**src/rtl/axis_fifo_pkg.sv**
```systemverilog
// Shared helpers for the single-clock AXI-Stream FIFO.
// Pointer width and parameter sanity checks.
package axis_fifo_pkg;

    // Pointer width: address bits plus one wrap bit.
    function automatic int ptr_w(input int depth);
        return $clog2(depth) + 1;
    endfunction

    // True when depth is a power of two >= 4 and both thresholds are in range.
    function automatic bit cfg_ok(input int depth, input int af, input int ae);
        return (depth >= 4) && ((depth & (depth - 1)) == 0)
            && (af >= 1) && (af <= depth)
            && (ae >= 0) && (ae <= depth - 1);
    endfunction

endpackage

```
**src/rtl/axis_fifo_ptr.sv**
```systemverilog
// Wrap-bit pointer pair with occupancy, threshold flags and flush.
// Owns every handshake decision; the top only stores data.
module axis_fifo_ptr
    import axis_fifo_pkg::*;
#(
    parameter int FIFO_DEPTH = 16,
    parameter int AF_THRESH  = FIFO_DEPTH - 2,
    parameter int AE_THRESH  = 2,
    localparam int AW        = $clog2(FIFO_DEPTH),
    localparam int PW        = ptr_w(FIFO_DEPTH)
) (
    input  logic          w_clk,
    input  logic          rst_n,
    input  logic          flush,
    input  logic          wr_req,
    input  logic          rd_req,
    output logic          wr_ready,
    output logic          wr_en,
    output logic          rd_en,
    output logic [AW-1:0] waddr,
    output logic [AW-1:0] raddr,
    output logic          empty,
    output logic          full,
    output logic [AW:0]   level,
    output logic          almost_full,
    output logic          almost_empty
);

    if (!cfg_ok(FIFO_DEPTH, AF_THRESH, AE_THRESH)) begin : g_bad_cfg
        $error("axis_fifo_ptr: invalid depth or threshold parameters");
    end

    localparam logic [PW-1:0] AF_L = PW'(AF_THRESH);
    localparam logic [PW-1:0] AE_L = PW'(AE_THRESH);

    logic [PW-1:0] wptr;
    logic [PW-1:0] rptr;

    assign empty = (wptr == rptr);
    assign full  = (wptr[AW-1:0] == rptr[AW-1:0]) && (wptr[AW] != rptr[AW]);
    assign level = wptr - rptr;

    assign almost_full  = (level >= AF_L);
    assign almost_empty = (level <= AE_L);

    // Flush blocks both handshakes so nothing moves in the clearing cycle.
    assign wr_ready = !full && !flush;
    assign wr_en    = wr_req && wr_ready;
    assign rd_en    = rd_req && !empty && !flush;

    assign waddr = wptr[AW-1:0];
    assign raddr = rptr[AW-1:0];

    // Write pointer: cleared by reset or flush, else advances per accepted word.
    always_ff @(posedge w_clk or negedge rst_n) begin
        if (!rst_n) begin
            wptr <= '0;
        end else if (flush) begin
            wptr <= '0;
        end else if (wr_en) begin
            wptr <= wptr + 1'b1;
        end
    end

    // Read pointer: cleared by reset or flush, else advances per consumed word.
    always_ff @(posedge w_clk or negedge rst_n) begin
        if (!rst_n) begin
            rptr <= '0;
        end else if (flush) begin
            rptr <= '0;
        end else if (rd_en) begin
            rptr <= rptr + 1'b1;
        end
    end

endmodule

```
**src/rtl/axis_sync_fifo.sv**
```systemverilog
// Single-clock AXI-Stream FIFO, first-word-fall-through output.
// Storage array plus AXIS mapping around the pointer block.
module axis_sync_fifo
    import axis_fifo_pkg::*;
#(
    parameter int FIFO_DEPTH = 16,
    parameter int FIFO_WIDTH = 32,
    parameter int AF_THRESH  = FIFO_DEPTH - 2,
    parameter int AE_THRESH  = 2,
    localparam int AW        = $clog2(FIFO_DEPTH)
) (
    input  logic                  w_clk,
    input  logic                  rst_n,
    input  logic                  flush,
    input  logic [FIFO_WIDTH-1:0] s_axis_tdata,
    input  logic                  s_axis_tlast,
    input  logic                  s_axis_tvalid,
    output logic                  s_axis_tready,
    output logic [FIFO_WIDTH-1:0] m_axis_tdata,
    output logic                  m_axis_tlast,
    output logic                  m_axis_tvalid,
    input  logic                  m_axis_tready,
    output logic [AW:0]           level,
    output logic                  almost_full,
    output logic                  almost_empty
);

    typedef struct packed {
        logic                  tlast;
        logic [FIFO_WIDTH-1:0] tdata;
    } entry_t;

    entry_t          mem [FIFO_DEPTH];
    entry_t          head;
    logic            wr_en;
    logic            rd_en;
    logic [AW-1:0]   waddr;
    logic [AW-1:0]   raddr;
    logic            empty;
    logic            full;

    axis_fifo_ptr #(
        .FIFO_DEPTH (FIFO_DEPTH),
        .AF_THRESH  (AF_THRESH),
        .AE_THRESH  (AE_THRESH)
    ) u_ptr (
        .w_clk        (w_clk),
        .rst_n        (rst_n),
        .flush        (flush),
        .wr_req       (s_axis_tvalid),
        .rd_req       (m_axis_tready),
        .wr_ready     (s_axis_tready),
        .wr_en        (wr_en),
        .rd_en        (rd_en),
        .waddr        (waddr),
        .raddr        (raddr),
        .empty        (empty),
        .full         (full),
        .level        (level),
        .almost_full  (almost_full),
        .almost_empty (almost_empty)
    );

    // Storage holds no reset; validity is tracked purely by the pointers.
    always_ff @(posedge w_clk) begin
        if (wr_en) begin
            mem[waddr] <= '{tlast: s_axis_tlast, tdata: s_axis_tdata};
        end
    end

    assign head          = mem[raddr];
    assign m_axis_tdata  = head.tdata;
    assign m_axis_tlast  = head.tlast;
    assign m_axis_tvalid = !empty;

endmodule

```
**config.mk**
```make
export PLATFORM = sky130hd
export DESIGN_NAME = axis_sync_fifo
export DESIGN_NICKNAME = d
export VERILOG_FILES = /design/src/rtl/axis_fifo_pkg.sv /design/src/rtl/axis_fifo_ptr.sv /design/src/rtl/axis_sync_fifo.sv
export SDC_FILE = /design/constraint.sdc
export NUM_CORES = 1
export LEC_CHECK = 0
export CAP_MARGIN = 20
export CORE_MARGIN = 4
export CORE_UTILIZATION = 59
export CTS_CLUSTER_SIZE = 16
export DETAILED_ROUTE_END_ITERATION = 8
export PLACE_DENSITY = 0.81
export SETUP_SLACK_MARGIN = 0.3
export SLEW_MARGIN = 20
export SYNTH_ARGS = -nofsm -noshare
export SYNTH_HDL_FRONTEND = slang
export SYNTH_SLANG_ARGS = --single-unit
```
**constraint.sdc**
```tcl
create_clock -name w_clk -period 5.4 [get_ports w_clk]
set_clock_uncertainty 0.2 [all_clocks]
set_input_delay 1.62 -clock w_clk [delete_from_list [all_inputs] [get_ports w_clk]]
set_output_delay 1.62 -clock w_clk [all_outputs]
set_load 0.03 [all_outputs]
```
=== After elaboration in Yosys (flattened, before gate mapping) ===
Memory sizes are Yosys's and may differ from the RTL's.
Cells that the tools add are included.

* Register bits after elaboration: 10
* Word-level logic and storage cells: 27
* Input bits: 38
* Bits in writable memories: 528
* Memories kept: 1
* Output and inout bits: 42

* $lt $le $gt $ge: 2
* $add $sub $neg: 3
* Reductions and logical operators: 10
* Multiplexer cells: 6
* Equality and inequality tests: 3

{| class="wikitable"
|+ Memory list
! name !! depth !! width !! read ports !! clocked after Yosys merged registers in !! wr ports !! RTL line !! RTL
|-
| mem || 16 || 33 || 1 || 0 || 1 || axis_sync_fifo.sv:33 || <nowiki>entry_t mem [FIFO_DEPTH];</nowiki>
|}

{| class="wikitable"
|+ Operators by type and width
! kind !! count
|-
| 5-bit 2-to-1 mux || 4
|-
| 5-bit by 1-bit adder with 5-bit output (second input constant) || 2
|-
| 5-bit == test || 1
|-
| 5-bit by 4-bit greater-or-equal comparator with 1-bit output (second input constant) || 1
|-
| 5-bit by 2-bit <= comparator with 1-bit output (second input constant) || 1
|-
| 1-bit logical AND || 5
|-
| 5-bit subtractor || 1
|-
| 4-bit == test || 1
|-
| 2-bit nonzero test || 2
|-
| 1-bit logical NOT || 3
|-
| 1-bit 2-to-1 mux || 2
|-
| 1-bit inequality test || 1
|}

=== Logic depth before layout (Yosys ltp) ===
* Depth in word-level cells: 7
* Mapped depth: 9
* Depth with buffers taken out: 8

=== Hierarchy ===
Synthesis repeated with hierarchy kept, for this count alone.

* Cells, all modules: 915
* Area total of the unflattened synthesis: 20,739.9 um^2

{| class="wikitable"
|+ Modules (own cells, without submodules)
! module !! cells an instance !! times used !! sequential area each (um^2) !! area an instance (um^2)
|-
| axis_sync_fifo || 832 || 1 || 15,855.2 || 19,974.2
|-
| axis_fifo_ptr || 83 || 1 || 250.2 || 765.7
|}

=== Worst setup path before layout ===
OpenSTA, ideal clock, no wires.

* Kind: reg-to-reg
* Start point: register u_ptr.rptr[1]
* End point: memory mem[3][0] (netlist bit), enable pin
* Required time: 4.736 ns
* Setup slack: 0.154 ns
* Stages on the path, launching flop included: 10
* Library setup time: 0.464 ns
* Clock period less this slack: 5.246 ns
* Buffers on the path: 3
* Arrival time: 4.582 ns
* Path through: dfrtp_1 -> buf_2 -> buf_2 -> buf_2 -> inv_1 -> ha_1 -> and4_1 -> a21oi_2 -> nand3_1 -> nor3_1

* Word-level cells in the longest chain between the ends: 7

{| class="wikitable"
|+ RTL lines
! item !! RTL line !! RTL
|-
| from (decl) || axis_fifo_ptr.sv:37 || <nowiki>logic [PW-1:0] rptr;</nowiki>
|-
| from (signal assigned) || axis_fifo_ptr.sv:72 || <nowiki>rptr <= rptr + 1'b1;</nowiki>
|-
| 4-bit == test || axis_fifo_ptr.sv:40 || <nowiki>assign full = (wptr[AW-1:0] == rptr[AW-1:0]) && (wptr[AW] != rptr[AW]);</nowiki>
|-
| 1-bit logical AND || axis_fifo_ptr.sv:40 ||
|-
| 1-bit logical NOT || axis_fifo_ptr.sv:47 || <nowiki>assign wr_ready = !full && !flush;</nowiki>
|-
| 1-bit logical AND || axis_fifo_ptr.sv:47 ||
|-
| net s_axis_tready || axis_sync_fifo.sv:18 || <nowiki>output logic s_axis_tready,</nowiki>
|-
| 1-bit logical AND || axis_fifo_ptr.sv:48 || <nowiki>assign wr_en = wr_req && wr_ready;</nowiki>
|-
| 1-bit 2-to-1 mux || axis_sync_fifo.sv:66 || <nowiki>if (wr_en) begin</nowiki>
|-
| 1-bit 2-to-1 mux (not written as such) || axis_sync_fifo.sv:67 || <nowiki>mem[waddr] <= '{tlast: s_axis_tlast, tdata: s_axis_tdata};</nowiki>
|-
| to (decl) || axis_sync_fifo.sv:33 ||
|}

The timed path passes the listed nets, and every way through them passes these cells.

=== Worst setup path after layout ===
* Start point: register u_ptr.rptr[0]
* End point: output m_axis_tdata[0]

* Word-level cells in the longest chain between the ends: 1

{| class="wikitable"
|+ RTL lines
! item !! RTL line !! RTL
|-
| memory 16 x 33 bit || - ||
|-
| to (decl) || axis_sync_fifo.sv:19 || <nowiki>output logic [FIFO_WIDTH-1:0] m_axis_tdata,</nowiki>
|}

No other way between the ends.

==> results.yml <==
status:
  status: "finished, final reports clean"
finish:
  nets: 1143
  n_antenna_cell: 0
  final_cell_mix: "edfxtp_1, mux2i_1, mux4_2"
  layout_commonest_cell: "edfxtp_1"
  fillCellCount: 2059
  syn2layout_area_growth_pct: 15.4
  register_area_um2: 16100
  multi_input_area_um2: 4680
  drive_gt1_share_pct: 22.0
  fin_cells: 1592
setup_path:
  required_ps: 3580
  start_kind: "flip-flop"
  worst-setup-path-type: "flip-flop to output pin"
  worst_path_largest_cell_delay_ps: 680
  worstPathMaxFanout: 28
  path_cells: "buf_16 > mux4_2 > mux2i_1 > o21ai_0 > clkdlybuf4s50_1"
  slowest_stage: "dfrtp_4"
  critical_path.endpoint_type: "output pin"
  critPathBufInv: 2
  r2r_setup_slack_ps: 1650
  cpLargestDelayFamily: "buffers and inverters"
  worstPathArrival_ps: 3160
logic_synthesis:
  synth_compound_gate_area_share_pct: 3.96
  syn_avg_cell_area_um2: 21.4
  ys_ff_latch: 538
  seq_area_frac_synth_pct: 76.6
  synth_top_family_by_area: "multiplexers"
  synth_xor_area_share_pct: 0.411
  synth_top_cell_area_share_pct: 75.4
  synth_mux_area_share_pct: 15.5
  yosys-top-cells-area: "edfxtp_1, mux4_2, mux2i_1, o21ai_1, dfrtp_1"
  synth_edf_count: 528
  synthArstFlopShare_pct: 1.86
  synth.largest_area_cell: "edfxtp_1"
  synth_nets: 1029
  synth-adder-area-share_pct: 0.631
  yosys.area_share.simple_pct: 1.05
  ys_warn_count: 0
  synthFlopType: "edfxtp_1"
  synth.distinct_cells: 42
  syn-instance-count: 981
  mappedNetlistArea_um2: 21000
floorplan:
  rows: 68
  ios: 80
  start_util_pct: 60.3
  dieArea_um2: 38700
  core_area_um2: 34900
  die_w_um: 197
  dieHeight_um: 197
route:
  initialDrtViolationCount: 913
  route.vias.total: 10200
  wl_per_cell_um: 27.0
  drt-total-wl_um: 43000
  ant_nets: 0
  via_per_inst: 6.39
  drc: 0
  drtPass1Iterations: 6
clock_network:
  cts_max_level: 2
  worstSkewPairLatency_ps: 570
  tritoncts: "built"
  cts_max_path_buffers: 3
  cts_sinks: 538
  cts.clk_slew.worst_paths_ps: 60
  clock-root-buffer: "clkbuf_16"
  numCtsBuffers: 52
place:
  gp_congestion: 0.794
  place_inst: 1488
  port_buffers: 79
  dpl.hpwl_um: 22500
grt:
  grt_pass1_vias: 10400
  grtUsageMet3_pct: 3.40
  grtUsageMet1_pct: 30.8
  grt_pass1_wl_um: 64800
  antenna_found_initial: 1
  use_met2_pct: 38.5
  track_usage_pct: 22.3
  grt_max_degree: 73
  busiest_layer: "met2"
  grt_overflow: 0
power:
  p_int_mw: 7.29
  p_seq_share_pct: 48.5
  combPwrFrac_pct: 16.7
  switching_power_mw: 2.36
  clkPwrFrac_pct: 34.8
  ir_worst_vdd_mv: 0.310
  swShare_pct: 24.5
  power-per-cell-area_nw_per_um2: 398
  p_leak_nw: 7.44
sta:
  period_share_pct: 92.3
  setup_violations: 0
  fin_crit_ps: 4980
  max_freq_mhz: 201
  finalHoldViolCount: 0
  report.final.slew_viol_count: 0
  rsz0062_at_grt: "false"
  tightestPinTransition_ps: 688
  finalSetupTns_ps: 0
  relSlewSlack_pct: 54.0
hold_path:
  hold_path_class: "flip-flop to flip-flop"
run:
  maxCapViolCount: 0
-- cells by family (layout without fill, tap and decap cells) --
family | after synthesis | after routing
adder cells (fa/ha/maj) | 10 | 10
AO/OA/AOI/OAI | 114 | 114
multiplexers | 202 | 202
buffers and inverters | 63 | 219
AND/OR/NAND/NOR | 45 | 45
flip-flops | 538 | 538
XOR/XNOR | 9 | 9
-- flip-flops by register name, summed over array words and instances (netlist names) --
name and count:
mem 528, u_ptr.rptr 5, u_ptr.wptr 5
-- power groups by stage --
| stage | clock network [mW] | logic (mW) | registers [mW] |
|---|---|---|---|
| final | 3.35 | 1.62 | 4.68 |
| after global routing | 3.61 | 1.73 | 4.68 |
| after CTS | 3.40 | 1.57 | 4.68 |
| after detailed placement | 0 | 1.55 | 4.76 |
| after global placement | 0 | 1.52 | 4.76 |
| after floorplan | 0 | 1.17 | 4.73 |
-- path summary, 6_finish.rpt --
| path | from | to | depth (start not counted) |
|---|---|---|---|
| worst min register to register | u_ptr.wptr[0] | u_ptr.wptr[0] | 1 |
| min in group asynchronous | rst_n | u_ptr.rptr[2] | 1 |
| worst max-delay path | u_ptr.rptr[0] | m_axis_tdata[0] | 5 |
| max in group asynchronous | rst_n | u_ptr.rptr[0] | 1 |
| worst max register to register | u_ptr.rptr[3] | mem[4][26] | 8 |
| worst min-delay path | u_ptr.wptr[0] | u_ptr.wptr[0] | 1 |
-- cells in the mapped netlist (all sizes together) (5+ instances only) --
cell and count:
edfxtp 528, mux2i 102, mux4 99, o21ai 69
buf 40, a221oi 33, nor2 18, clkbuf 16
dfrtp 10, ha 9, inv 7, nand2 5
xnor2 5
-- layout make-up --
class,count,area share [%]
Sequential cell,538,66.4
Multi-Input combinational cell,380,19.3
Clock buffer,63,5.62
Timing Repair Buffer,116,5.33
Tap cell,455,2.35
Clock inverter,33,0.871
Inverter,7,0.108
-- worst register-to-register path, stage by stage (launching register included) --
cell and delay [ps]:
dfrtp_2 390, buf_6 380, inv_1 130, ha_1 370, and4_1 280, a21oi_2 300, nand3_1 430, nor2_4 700
buf_12 260
-- what timing repair did --
item / 4_1_cts / 5_1_grt
setup endpoints to repair: 14 / 26
setup buffers: 1 / 5
gates resized for setup: 3 / 5
hold buffers: 0 / 0
gates cloned: 0 / 2
endpoints found under the hold margin: 0 / 0
-- stage by stage --
step | hold slack (ps) | setup WS, ps | total power, mW | cell area (um2) | utilization, %
global route | 429 | 311 | 10.0 | 24300 | 69.6
global placement | 342 | 885 | 6.28 | 22600 | 64.7
floorplan | 312 | 688 | 5.90 | 21000 | -
detailed placement | 366 | 796 | 6.31 | 22600 | 64.7
finish | 378 | 416 | 9.65 | 24300 | 69.6
CTS | 377 | 253 | 9.65 | 24200 | 69.3
-- routing by layer --
layer / vias to the layer above / part of all wire [%]
li1: 4339 / -
met1: 5311 / 38
met2: 450 / 53
met3: 72 / 7.0
met4: 2 / 1.9
met5: - / 0.030
No activity file was read; power rests on OpenSTA's default activity.
